**src/rtl/reg_file_pkg.sv**
```systemverilog
// Shared pipeline constants for the register file and its scoreboard.
// Holds the default data width, the register index width, the hard-wired
// zero register index and the bit positions inside the WB control pair.
package reg_file_pkg;

    localparam int unsigned DATA_WIDTH = 32;
    localparam int unsigned REG_IDX_W  = 5;

    localparam logic [REG_IDX_W-1:0] ZERO_REG = '0;

    // WB control pair bit positions
    localparam int unsigned REGWRITE = 0;
    localparam int unsigned MEMTOREG = 1;

endpackage

```
**src/rtl/reg_file_scoreboard.sv**
```systemverilog
// reg_scoreboard: one busy bit per architectural register.
// A set marks a register as having an outstanding producer; a clear retires
// it on writeback. Set wins over clear on the same index so a newer producer
// issued on the writeback edge stays tracked. Register 0 is never busy.
// Ports:
//   clk, rst_n         clock, asynchronous active-low reset
//   set_en, set_idx    mark set_idx busy at next edge
//   clr_en, clr_idx    clear busy[clr_idx] at next edge
//   rd_a_idx, rd_b_idx lookup indices
//   busy_a, busy_b     raw busy bits for the lookup indices
module reg_scoreboard
    import reg_file_pkg::*;
#(
    parameter int unsigned NUM_REGS = 32
) (
    input  logic                 clk,
    input  logic                 rst_n,
    input  logic                 set_en,
    input  logic [REG_IDX_W-1:0] set_idx,
    input  logic                 clr_en,
    input  logic [REG_IDX_W-1:0] clr_idx,
    input  logic [REG_IDX_W-1:0] rd_a_idx,
    input  logic [REG_IDX_W-1:0] rd_b_idx,
    output logic                 busy_a,
    output logic                 busy_b
);

    logic [NUM_REGS-1:0] busy_q;
    logic [NUM_REGS-1:0] busy_d;

    always_comb begin
        busy_d = busy_q;
        if (clr_en) begin
            busy_d[clr_idx] = 1'b0;
        end
        // Applied after the clear so that set wins on a collision.
        if (set_en) begin
            busy_d[set_idx] = 1'b1;
        end
        busy_d[ZERO_REG] = 1'b0;
    end

    always_ff @(posedge clk or negedge rst_n) begin
        if (!rst_n) begin
            busy_q <= '0;
        end else begin
            busy_q <= busy_d;
        end
    end

    assign busy_a = busy_q[rd_a_idx];
    assign busy_b = busy_q[rd_b_idx];

endmodule

```
**src/rtl/reg_file.sv**
```systemverilog
// reg_file: architectural register file with write-before-read bypass and a
// busy scoreboard that raises hazard_stall while a source awaits writeback.
// Ports:
//   clk, rst_n                          clock, asynchronous active-low reset
//   wb_reg_write, wb_write_reg, wb_data writeback port
//   id_rs, id_rt                        decode source indices
//   rs_data, rt_data                    combinational read data (bypassed)
//   issue_valid, issue_rd               decode issue of a register producer
//   rs_busy, rt_busy, hazard_stall      dependency status of the sources
module reg_file
#(
    parameter int unsigned DATA_WIDTH = reg_file_pkg::DATA_WIDTH,
    parameter int unsigned NUM_REGS   = 32
) (
    input  logic                              clk,
    input  logic                              rst_n,
    input  logic                              wb_reg_write,
    input  logic [reg_file_pkg::REG_IDX_W-1:0] wb_write_reg,
    input  logic [DATA_WIDTH-1:0]             wb_data,
    input  logic [reg_file_pkg::REG_IDX_W-1:0] id_rs,
    input  logic [reg_file_pkg::REG_IDX_W-1:0] id_rt,
    output logic [DATA_WIDTH-1:0]             rs_data,
    output logic [DATA_WIDTH-1:0]             rt_data,
    input  logic                              issue_valid,
    input  logic [reg_file_pkg::REG_IDX_W-1:0] issue_rd,
    output logic                              rs_busy,
    output logic                              rt_busy,
    output logic                              hazard_stall
);
    import reg_file_pkg::*;

    logic [DATA_WIDTH-1:0] regs_q [NUM_REGS];

    logic wb_hit;
    logic rs_hit;
    logic rt_hit;
    logic eff_issue;
    logic sb_busy_rs;
    logic sb_busy_rt;

    assign wb_hit = wb_reg_write && (wb_write_reg != ZERO_REG);
    assign rs_hit = wb_hit && (wb_write_reg == id_rs);
    assign rt_hit = wb_hit && (wb_write_reg == id_rt);

    always_ff @(posedge clk or negedge rst_n) begin
        if (!rst_n) begin
            for (int i = 0; i < NUM_REGS; i++) begin
                regs_q[i] <= '0;
            end
        end else if (wb_hit) begin
            regs_q[wb_write_reg] <= wb_data;
        end
    end

    // Register 0 is forced to zero on the read side; a same-cycle writeback
    // is forwarded so decode sees the value being retired this cycle.
    always_comb begin
        rs_data = '0;
        if (id_rs != ZERO_REG) begin
            rs_data = rs_hit ? wb_data : regs_q[id_rs];
        end
    end

    always_comb begin
        rt_data = '0;
        if (id_rt != ZERO_REG) begin
            rt_data = rt_hit ? wb_data : regs_q[id_rt];
        end
    end

    // A source retiring this cycle is already satisfied by the bypass.
    assign rs_busy      = sb_busy_rs && !rs_hit && (id_rs != ZERO_REG);
    assign rt_busy      = sb_busy_rt && !rt_hit && (id_rt != ZERO_REG);
    assign hazard_stall = rs_busy || rt_busy;

    // Stalled issues are dropped so the scoreboard only tracks real producers.
    assign eff_issue = issue_valid && !hazard_stall && (issue_rd != ZERO_REG);

    reg_scoreboard #(
        .NUM_REGS (NUM_REGS)
    ) u_scoreboard (
        .clk      (clk),
        .rst_n    (rst_n),
        .set_en   (eff_issue),
        .set_idx  (issue_rd),
        .clr_en   (wb_hit),
        .clr_idx  (wb_write_reg),
        .rd_a_idx (id_rs),
        .rd_b_idx (id_rt),
        .busy_a   (sb_busy_rs),
        .busy_b   (sb_busy_rt)
    );

endmodule

```
**config.mk**
```make
export PLATFORM = sky130hd
export DESIGN_NAME = reg_file
export DESIGN_NICKNAME = d
export VERILOG_FILES = /design/src/rtl/reg_file_pkg.sv /design/src/rtl/reg_file_scoreboard.sv /design/src/rtl/reg_file.sv
export SDC_FILE = /design/constraint.sdc
export NUM_CORES = 2
export LEC_CHECK = 0
export CAP_MARGIN = 0
export CORE_MARGIN = 3
export CORE_UTILIZATION = 45
export CTS_CLUSTER_DIAMETER = 40
export CTS_CLUSTER_SIZE = 24
export DETAILED_ROUTE_END_ITERATION = 6
export PLACE_DENSITY = 0.57
export SLEW_MARGIN = 10
export SYNTH_ARGS = -nofsm -noshare
export SYNTH_HDL_FRONTEND = slang
export SYNTH_SLANG_ARGS = --single-unit
```
**constraint.sdc**
```tcl
create_clock -name clk -period 6.4 [get_ports clk]
set_input_delay 1.92 -clock clk [delete_from_list [all_inputs] [get_ports clk]]
set_output_delay 1.92 -clock clk [all_outputs]
set_load 0.005 [all_outputs]
```
==> flow_summary.yaml <==
power_and_ir_drop:
  p_int_mw: 16.8
  pwr-share-comb: 0.191
  max-vdd-ir-drop_uv: 245
  sw_frac_of_total: 0.266
  pwr_density_cell_mw_per_mm2: 338
  power_mw: 22.9
  p_seq_frac: 0.388
  p_leak_nw: 29.1
  p_clk_frac: 0.421
  power.switching_mw: 6.11
setup_path:
  startpoint_type: "input pin"
  reg2reg_slack_ns: 3.76
  crit_buf_inv: 4
  reg2reg_to: "u_scoreboard.busy_q[5]"
  worstRegToRegCells: 8
  r2r_start: "u_scoreboard.busy_q[8]"
  cp_max_fo: 10
  critPathSlowestCell: "clkdlybuf4s50_1"
  cp.arrival_ns: 4.48
  crit_type: "input pin to output pin"
  cp_top_family: "buffers and inverters"
  critPathMostFrequentCell: "clkdlybuf4s50_1"
  path_cells: "clkdlybuf4s50_1 -> nor2_1 -> a211oi_1 -> and3_2 -> buf_4 -> buf_8 -> nand2_1 -> o21ai_1 -> clkdlybuf4s50_1"
  end_kind: "output pin"
  slowest_delay_ns: 0.59
  cp.required_ns: 4.48
drt:
  routedWlPerCell_um: 32.5
  postRouteWirelength_um: 182000
  dr.pass1.iters: 5
  vias: 36200
  drcViolationCount: 0
  route.antenna.remaining_nets: 0
  drt_iter0_drc: 3217
  vias_per_cell: 6.47
finish:
  final_cell_mix: "1055 x dfrtp_1, 997 x mux2_2, 588 x mux4_2, 206 x buf_4, 178 x clkbuf_16"
  final_util: 0.545
  diodes: 0
  area_delta_synth_final_pct: 19.4
  layout_commonest_cell: "dfrtp_1"
  finalNetCount: 3880
  drive_above_1_share: 0.566
clock_tree:
  clock_sinks: 1055
  cts_tree: "yes"
  cts_max_level: 4
  cts-root-buf: "clkbuf_16"
  numCtsBuffers: 169
  path_clk_slew_ns: 0.05
  ctsHoldBuffers: 0
  clk-insertion-delay-late_ns: 0.76
  clockBufferDepth: 3
sta:
  setup_viol: 0
  skew_ns: 0.00823
  maxSlewViolCount: 0
  max_freq_ghz: 0.156
  hold_viol: 0
  fin_ws_ns: 0.00392
  rsz0062_at_grt: "true"
  period_minus_slack_ns: 6.40
  slew_headroom: 0.131
  max_slew.worst_pin.slew_ns: 1.30
  period_share: 0.999
yosys:
  async_flop_share: 1.00
  synth_top_family_by_area: "multiplexers"
  avgSynthCellArea_um2: 15.5
  synth-seq-cells: 1055
  synthCells: 3671
  synth_cell_types: 43
  seq_area_frac_synth: 0.465
  syn_nets: 3727
  yosys-top-cells-area: "dfrtp_1 46%, mux4_2 23%, mux2_2 20%, mux2i_1 2.5%, clkbuf_1 1.6%"
  synth_top_area_share: 0.465
  yosys.area_share.simple: 0.0194
  yosys.area_share.adder: 0
  synth-compound-area-share: 0.0264
  synthesis.area_mm2: 0.0568
  synth_flop_cell: "dfrtp_1"
  synth_top_area_cell: "dfrtp_1"
  synth.mux.area_fraction: 0.456
  synth_edf_count: 0
  ys_warn_count: 0
  synthXorXnorAreaFrac: 0.00154
grt:
  grt_use_met2: 0.451
  use_met1: 0.386
  grt.total_usage: 0.282
  overflow: 0
  busiest_layer: "met2"
  grt_max_degree: 147
  use_met3: 0.0568
  grt_pass1_wl_um: 271000
  antenna_found_initial: 2
  grt_pass1_vias: 39400
floorplan:
  core_area_mm2: 0.124
  dieArea_mm2: 0.130
  ioPinCount: 123
  rows: 129
  start_util: 0.456
  die_x_um: 361
  die-height_um: 361
outcome:
  status: "finished, final reports clean"
min_path:
  worstHoldStart: "regs_q[1006]"
  hold_path.class: "register to register"
  hold_end: "regs_q[1006]"
  hold_path_depth: 0
placed_design:
  post-place-ws_ns: -0.348
  portBuffers: 122
  place.gp.congestion: 0.809
  place.detailed.hpwl_um: 105000
run:
  drv_cap: 0
==> layer usage <==
metal,wire length [µm],part of all wire
met4,5900,0.032
met2,87500,0.48
met5,13,0.000071
met3,11400,0.062
met1,77300,0.42
==> power by group through the flow <==
stage          combinational [mW]  clock (mW)  sequential, mW
6_report                     4.38        9.66            8.89
4_1_cts                      4.40        9.81            8.85
3_3_place_gp                 4.25           0            8.80
2_1_floorplan                3.14           0            8.61
5_1_grt                      4.69        10.1            9.03
3_5_place_dp                 4.37           0            8.96
==> cells in the mapped netlist (2+ instances only) <==
| library cell | instances |
|---|---|
| nand3b_1 | 4 |
| inv_1 | 14 |
| nand2b_1 | 2 |
| nand4_1 | 2 |
| a211oi_1 | 64 |
| nor2b_1 | 66 |
| dfrtp_1 | 1055 |
| xnor2_1 | 3 |
| mux2_2 | 997 |
| nor3b_1 | 8 |
| o21ai_0 | 62 |
| buf_4 | 22 |
| nand2_1 | 82 |
| a32o_1 | 31 |
| mux2i_1 | 140 |
| or2_2 | 2 |
| nor3_1 | 4 |
| and3b_1 | 5 |
| mux4_2 | 588 |
| clkbuf_1 | 243 |
| nand4b_1 | 2 |
| xor2_1 | 7 |
| buf_2 | 63 |
| a21oi_1 | 64 |
| buf_1 | 97 |
| nand3_1 | 4 |
| and3_1 | 4 |
| nor4_1 | 2 |
| nor2_1 | 20 |
==> cell families (layout without fill, tap and decap cells) <==
| group | after synthesis | after routing |
|---|---|---|
| DFF | 1055 | 1055 |
| AOI/OAI and AO/OA | 230 | 230 |
| buffers and inverters | 441 | 737 |
| xor gates and xnor gates | 10 | 10 |
| muxes | 1725 | 1725 |
| and+or+nand+nor | 210 | 210 |
==> registers in the layout, indices dropped and copies added (netlist names) <==
register             flops
u_scoreboard.busy_q     31
regs_q                1024
==> layout make-up <==
class                   count  area [µm²]
clock buffers             206        4740
repair buffers            408        4440
multi-input cells        2175       28800
well taps                1637        2050
inverters                  15        57.6
clock inverters           108        1310
fillers                  9846       56700
flip-flops and latches   1055       26400
==> worst max-delay path by stage <==
stage,start,to,slack (ns),cells past startpoint
floorplan,id_rs[0],rs_data[10],0.58,8
global placement,wb_write_reg[4],rs_data[9],-0.29,8
detailed placement,wb_write_reg[4],rs_data[0],-0.35,8
CTS,wb_write_reg[4],rs_data[5],-0.01,8
global route,id_rs[0],rs_data[9],-0.01,9
finish,wb_write_reg[0],rt_data[8],0.004,9
==> worst register-to-register path, stage by stage, from the launching register on <==
cell	delay, ns
dfrtp_1	0.39
nor2b_1	0.14
a2111oi_0	0.46
nor4_1	0.14
o2111ai_1	0.37
o41a_1	0.35
buf_4	0.16
buf_4	0.31
a32o_1	0.25
==> metrics by stage <==
stage	hold WS, ns	cell area (µm²)	setup TNS, ns	instances
floorplan	0.441	56800	0	3671
global placement	0.376	61500	-2.41	5285
detailed placement	0.384	61500	-2.67	5285
CTS	0.395	67600	-0.0254	5599
global route	0.405	67800	-0.0356	5604
finish	0.393	67800	0	5604
==> what timing repair did <==
item | in CTS | in global routing
gates resized for setup | 34 | 26
setup buffers | 0 | 4
setup endpoints to repair | 23 | 38
cloned | 0 | 1
pin swaps | 1 | 2
(Power assumes the default switching activity.)
